**src/rtl/serial_subtractor_if.sv**
```systemverilog
// Start/done handshake and operand/result bundle for the bit-serial subtractor.
interface serial_subtractor_if #(
  parameter int W = 8
);
  logic         start;
  logic [W-1:0] a;
  logic [W-1:0] b;
  logic         busy;
  logic         done;
  logic [W-1:0] diff;
  logic         bOut;
  logic         ovf;

  modport master (output start, a, b, input busy, done, diff, bOut, ovf);
  modport slave  (input start, a, b, output busy, done, diff, bOut, ovf);
endinterface

```
**src/rtl/serial_subtractor.sv**
```systemverilog
// Bit-serial W-bit subtractor (diff = a - b), LSB first, one full-adder cell:
// b is inverted and the carry is preset to 1 on load.
module serial_subtractor #(
  parameter int W = 8
) (
  input logic                clk,
  input logic                rstN,
  serial_subtractor_if.slave bus
);
  localparam int CntW = $clog2(W);

  typedef enum logic [1:0] {IDLE, RUN, DONE} stateT;

  stateT          state;
  logic [CntW-1:0] cnt;
  logic [W-1:0]   aSh;
  logic [W-1:0]   bSh;
  logic [W-1:0]   work;
  logic           carry;
  logic           aMsb;
  logic           bMsb;
  logic           busyR;
  logic           doneR;
  logic [W-1:0]   diffR;
  logic           bOutR;
  logic           ovfR;

  logic           bitS;
  logic           carryNext;
  logic [W-1:0]   workNext;

  always_comb begin
    bitS      = aSh[0] ^ ~bSh[0] ^ carry;
    carryNext = (aSh[0] & ~bSh[0]) | (aSh[0] & carry) | (~bSh[0] & carry);
    workNext  = {bitS, work[W-1:1]};
  end

  always_ff @(posedge clk or negedge rstN) begin
    if (!rstN) begin
      state <= IDLE;
      cnt   <= '0;
      aSh   <= '0;
      bSh   <= '0;
      work  <= '0;
      carry <= 1'b0;
      aMsb  <= 1'b0;
      bMsb  <= 1'b0;
      busyR <= 1'b0;
      doneR <= 1'b0;
      diffR <= '0;
      bOutR <= 1'b0;
      ovfR  <= 1'b0;
    end else begin
      case (state)
        IDLE, DONE: begin
          doneR <= 1'b0;
          if (bus.start) begin
            aSh   <= bus.a;
            bSh   <= bus.b;
            aMsb  <= bus.a[W-1];
            bMsb  <= bus.b[W-1];
            carry <= 1'b1;
            cnt   <= '0;
            work  <= '0;
            busyR <= 1'b1;
            state <= RUN;
          end else begin
            state <= IDLE;
          end
        end
        RUN: begin
          aSh   <= aSh >> 1;
          bSh   <= bSh >> 1;
          carry <= carryNext;
          work  <= workNext;
          cnt   <= cnt + CntW'(1);
          // Results are taken from the next-state values so they land on the Wth edge.
          if (cnt == CntW'(W - 1)) begin
            state <= DONE;
            busyR <= 1'b0;
            doneR <= 1'b1;
            diffR <= workNext;
            bOutR <= ~carryNext;
            ovfR  <= (aMsb != bMsb) && (workNext[W-1] != aMsb);
          end
        end
        default: begin
          state <= IDLE;
          busyR <= 1'b0;
          doneR <= 1'b0;
        end
      endcase
    end
  end

  assign bus.busy = busyR;
  assign bus.done = doneR;
  assign bus.diff = diffR;
  assign bus.bOut = bOutR;
  assign bus.ovf  = ovfR;
endmodule

```
**src/flat_wrapper.sv**
```systemverilog
// flat-port wrapper written by rule: the top's interface ports become plain ports
module serial_subtractor_flat 
#(
  parameter int W = 8
)
  (clk, rstN, bus_start, bus_a, bus_b, bus_busy, bus_done, bus_diff, bus_bOut, bus_ovf);
  serial_subtractor_if #(.W(W)) bus_i ();
  input logic clk;
  input logic rstN;
  input wire logic [$bits(bus_i.start)-1:0] bus_start;
  input wire logic [$bits(bus_i.a)-1:0] bus_a;
  input wire logic [$bits(bus_i.b)-1:0] bus_b;
  output wire logic [$bits(bus_i.busy)-1:0] bus_busy;
  output wire logic [$bits(bus_i.done)-1:0] bus_done;
  output wire logic [$bits(bus_i.diff)-1:0] bus_diff;
  output wire logic [$bits(bus_i.bOut)-1:0] bus_bOut;
  output wire logic [$bits(bus_i.ovf)-1:0] bus_ovf;
  assign bus_i.start = bus_start;
  assign bus_i.a = bus_a;
  assign bus_i.b = bus_b;
  assign bus_busy = bus_i.busy;
  assign bus_done = bus_i.done;
  assign bus_diff = bus_i.diff;
  assign bus_bOut = bus_i.bOut;
  assign bus_ovf = bus_i.ovf;
  serial_subtractor #(.W(W)) u_core (.clk(clk), .rstN(rstN), .bus(bus_i));
endmodule
```
**config.mk**
```make
export PLATFORM = sky130hd
export DESIGN_NAME = serial_subtractor_flat
export DESIGN_NICKNAME = d
export VERILOG_FILES = /design/src/rtl/serial_subtractor_if.sv /design/src/rtl/serial_subtractor.sv /design/src/flat_wrapper.sv
export SDC_FILE = /design/constraint.sdc
export NUM_CORES = 1
export LEC_CHECK = 0
export ABC_AREA = 1
export CAP_MARGIN = 20
export CORE_MARGIN = 2
export CORE_UTILIZATION = 48
export DETAILED_ROUTE_END_ITERATION = 10
export PLACE_DENSITY = 0.74
export SLEW_MARGIN = 40
export SYNTH_ARGS = -nofsm -noshare
export SYNTH_HDL_FRONTEND = slang
export SYNTH_SLANG_ARGS = --single-unit
```
**constraint.sdc**
```tcl
create_clock -name clk -period 1.4 [get_ports clk]
set_clock_uncertainty 0.1 [all_clocks]
set_input_delay 0.14 -clock clk [delete_from_list [all_inputs] [get_ports clk]]
set_output_delay 0.14 -clock clk [all_outputs]
set_load 0.05 [all_outputs]
```
Word level (Yosys, flattened, before mapping)
Cells that the tools add are included.
- input bits: 19
- register bits: 44
- logic and storage cells: 55
- muxes and demuxes: 17
- add/sub/neg operators: 1
- reductions and logical operators: 8
- eq/ne operators: 7
- bitwise gates (word level): 9
- operators by type and width (cell ; count):
    $pmux W8 S2 ; 3
    $mux W8 ; 3
    $reduce_and A2 Y1 ; 4
    $pmux W3 S2 ; 1
    $mux W1 ; 5
    $pmux W1 S2 ; 2
    $pmux W2 S2 ; 1
    $add A3 B1 Y3 const B ; 1
    $and A1 B1 Y1 ; 3
    $eq A3 B3 Y1 const B ; 1
    $mux W3 ; 1
    $eq A2 B1 Y1 const B ; 1
    $eq A2 B2 Y1 const B ; 1
    $logic_not A2 Y1 ; 1
    $mux W2 ; 1
    $ne A1 B1 Y1 ; 2
    $ne A2 B1 Y1 const B ; 1
    $ne A2 B2 Y1 const B ; 1
    $not A1 Y1 ; 2
    $or A1 B1 Y1 ; 2
    $reduce_bool A2 Y1 ; 1
    $reduce_or A2 Y1 ; 1
    $xor A1 B1 Y1 ; 2
    $logic_and A1 B1 Y1 ; 1

Depth between registers and ports, before layout
- word-level depth: 5
- gate-level depth with buffers: 8
- mapped depth without buffers: 7

Worst setup path before layout
No wires, ideal clock.
- path type: register -> register
- from: register u_core.bus.done (netlist name)
- to: register u_core.carry
- cell stages (with the launch flop): 7
- data required time: 1183 ps
- buffers on the path: 1
- slack: -123 ps
- period minus slack after synthesis: 1523 ps
- arrival: 1306 ps
- path through: dfrtp_1 > inv_2 > nand2_8 > nand2_8 > buf_6 > nor2_1 > nor2_1
- RTL lines (element ; RTL line ; RTL):
    end signal, assigned ; serial_subtractor.sv:74 ; carry <= carryNext;
    end, declared ; serial_subtractor.sv:19 ; logic carry;

Final worst setup path
- from: register u_core.aSh[0]
- to: register u_core.ovfR (netlist: u_core.bus.ovf)
- word-level cells in the longest chain between the ends: 4
- ends and longest elaborated chain (element ; RTL line ; RTL):
    start, declared ; serial_subtractor.sv:16 ; logic [W-1:0] aSh;
    start signal, assigned ; serial_subtractor.sv:58 ; aSh <= bus.a;
    start signal, assigned ; serial_subtractor.sv:72 ; aSh <= aSh >> 1;
    $xor A1 B1 Y1 (2 in a row) ; serial_subtractor.sv:33 ; bitS = aSh[0] ^ ~bSh[0] ^ carry;
    $ne A1 B1 Y1 ; serial_subtractor.sv:84 ; ovfR <= (aMsb != bMsb) && (workNext[W-1] != aMsb);
    $logic_and A1 B1 Y1 ; serial_subtractor.sv:84 ;
    end signal, assigned ; serial_subtractor.sv:84 ;
    end, declared ; serial_subtractor.sv:26 ; logic ovfR;
Every way passes these cells.
A chain may end at the register's enable or synchronous reset.

==> out/summary.txt <==
outcome - finished with violations
violations in the final reports - setup timing
count of distinct cell types in the synthesized netlist - 19
post-layout minimum cycle time - 1480 ps
most frequent cells after synthesis - 72 x sky130_fd_sc_hd__nand2_1, 43 x sky130_fd_sc_hd__inv_1, 42 x sky130_fd_sc_hd__dfrtp_1
sum of buffers and inverters on the critical path - 2
final weighted congestion of routability-driven global placement - 0.774
Antenna Cells - 0
unrepaired setup endpoints after global routing - true
Detail Placement HPWL - 2.62 mm
Non-Filler Cell Area, Final - 0.00265 mm²
floorplan row count - 23
Synthesized Nets - 257
Total Wirelength - 4.13 mm
Synth area leader - sky130_fd_sc_hd__dfrtp_1
worst path arrival time - 1570 ps
Final period util - 106%
worst-skew pair later-pin latency - 290 ps
clk sink count - 42
post-route worst setup slack - -78.3 ps
power per unit of standard cell area - 2570 mW/mm²
iteration-0 DRC count of the detailed router - 128
area share of the leading cell type in the synthesized netlist - 52.1%
Area Overhead vs Synth - 31.5%
synthesized area - 0.00202 mm²
top achievable clock speed - 676 MHz
average wire length per cell after detail routing - 12.6 µm
number of synthesis warnings - 0
post-synthesis sequential area ratio - 52.1%
placed instance area - 0.00251 mm²
Fin Setup TNS - -112 ps
CP Launch Type - register
GRT Util Overall - 18.8%
number of buffers created by CTS - 5
min-delay worst type - in2async
total iterations of the first detailed-routing run - 4
Die Height - 68.8 µm
total count of hold-check failures in the final report - 0
number of enable-type register cells in the synthesized netlist - 0
leakage power of the design - 1.39 nW
initial core utilization - 50.1%
ys flop type - sky130_fd_sc_hd__dfrtp_1
clock tree from TritonCTS - done
initial antenna violation count - 0
Detail Route Antenna Nets - 0
number of instances in the synthesized netlist - 235
share of flip-flops with an asynchronous set or reset - 100%
clock slew at the register clock pins of the worst setup and hold paths - 80 ps
Die Footprint - 0.00474 mm²
crit path max-delay cell type - sky130_fd_sc_hd__fa_1
vias per inst - 4.91
Area contributors post-synth - sky130_fd_sc_hd__dfrtp_1 52%, sky130_fd_sc_hd__nand2_1 13%, sky130_fd_sc_hd__inv_1 8.0%, sky130_fd_sc_hd__nand3_1 7.4%, sky130_fd_sc_hd__o21ai_2 3.9%
Crit Path Max Fanout - 3
endpoint class of the critical path - register
maximum number of pins on one net before global-route repair - 33
share of cells above drive strength 1 - 20.5%
number of global-route vias before repair - 1,437
CTS HTree Levels - 2
Avg Cell Area, Syn - 8.58 µm²
top cell family by delay on the critical path - adder cells
measured slew at the worst slew-check pin - 291 ps
largest vdd supply drop - 0.00101 V
number of synthesized register bits - 42
Worst Path Required - 1490 ps
most frequent cell after synthesis - sky130_fd_sc_hd__nand2_1
DRC violations left - 0
chain of cells forming the critical path - inv_2 -> fa_1 -> inv_2 -> nand3_2 -> nand2_2 -> nand2_1 -> nand2_1
first-pass GRT wire length - 6.58 mm
overflow left after global routing - 0
Crit Path Class - reg2reg
total of endpoints with negative setup slack in the final report - 3
width of the die - 68.8 µm
number of buffers on the longest clock path - 2
max_slew headroom - 80.6%
max-cap violation count - 0
Core Footprint - 0.00403 mm²
slowest cell delay on critical path - 600 ps
Root Buffer Master - sky130_fd_sc_hd__clkbuf_8
PortBufs - 30
overall via count from detail_route - 1,612
final count of pins violating max slew - 0
final net count - 299
Post-Route Utilization - 65.8%
ports placed on the boundary - 31
-- what timing repair did --
item / 4_1_cts / 5_1_grt
hold endpoints to repair: 42 / 0
endpoints found under the setup margin: 11 / 12
gates cloned: 1 / 0
pin swaps: 3 / 2
resized for setup: 2 / 6
hold buffers: 1 / 0
buffers inserted: 1 / 2
-- per-stage QoR --
stage	setup slack (ps)	power, mW	std cells	hold slack [ps]
floorplan	-10.2	4.54	235	-256
global placement	-5.98	5.72	316	-67.5
detailed placement	-85.7	5.84	316	-58.4
finish	-78.3	6.82	328	157
global route	-139	7.33	328	181
CTS	-83.3	6.70	326	161
-- area by class of cell --
cell class	instances	area, µm²
multi-input combinational	139	728
inverter	46	178
clock inverter	1	5.00
fill	348	1380
sequential	42	1050
tap	50	62.6
timing repair buffer	43	541
clock buffer	7	86.3
-- routing by layer --
| layer | wire length (µm) | up-vias | global-route usage (%) |
|---|---|---|---|
| met4 | 116 | 0 | 8.09 |
| met1 | 1970 | 762 | 27.6 |
| met3 | 160 | 11 | 2.92 |
| met2 | 1880 | 39 | 27.8 |
| met5 | 0 | - | 0 |
| li1 | - | 800 | - |
-- registers in the layout, indices dropped and copies added, names as in the netlist, 3 cells and up --
register and flops:
u_core.aSh 8, u_core.bSh 8, u_core.bus.diff 8, u_core.cnt 3, u_core.work 7
-- power by group --
group          switching, mW  internal, mW
logic                   2.19          1.62
clock network          0.410         0.398
registers              0.402          1.80
-- worst reg2reg max path: cells and delay by family (launching register included) --
family	cells	cell delay, ps
and+or+nand+nor	4	200
adders and majority gates	1	600
DFF	1	370
buffers and inverters	2	110
-- kinds of logic after synthesis --
family | Yosys count | synth area share, %
adder cells (fa/ha/maj) | 3 | 2.23
flip-flops | 42 | 52.1
AND/OR/NAND/NOR | 112 | 25.4
buffers and inverters | 55 | 12.8
AO/OA/AOI/OAI | 23 | 7.38
-- final timing paths --
check | startpoint | slack [ps] | endpoint | cells past startpoint
max | u_core.aSh[0]$_DFFE_PN0P_ | -80 | u_core.bus.ovf$_DFFE_PN0P_ | 7
max reg2reg | u_core.aSh[0]$_DFFE_PN0P_ | -80 | u_core.bus.ovf$_DFFE_PN0P_ | 7
max in group asynchronous | rstN | 580 | u_core.bus.done$_DFFE_PN0P_ | 3
min reg2reg | u_core.aSh[5]$_DFFE_PN0P_ | 380 | u_core.aSh[5]$_DFFE_PN0P_ | 2
min in group clk | bus_b[7] | 350 | u_core.bSh[7]$_DFFE_PN0P_ | 3
min | rstN | 160 | u_core.bus.diff[2]$_DFFE_PN0P_ | 2
-- cells in the final DEF (no fill, tap or decap), drive strengths merged --
cell type	synthesis	final
buf	9	25
dfrtp	42	42
clkdlybuf4s50	0	17
nor2	6	6
nand2	76	77
o21ai	22	22
dlygate4sd3	0	1
fa	1	1
clkinv	0	1
ha	2	2
nand3	30	30
inv	46	46
clkbuf	0	7
a21oi	1	1
No activity file was read; power rests on OpenSTA's default activity.
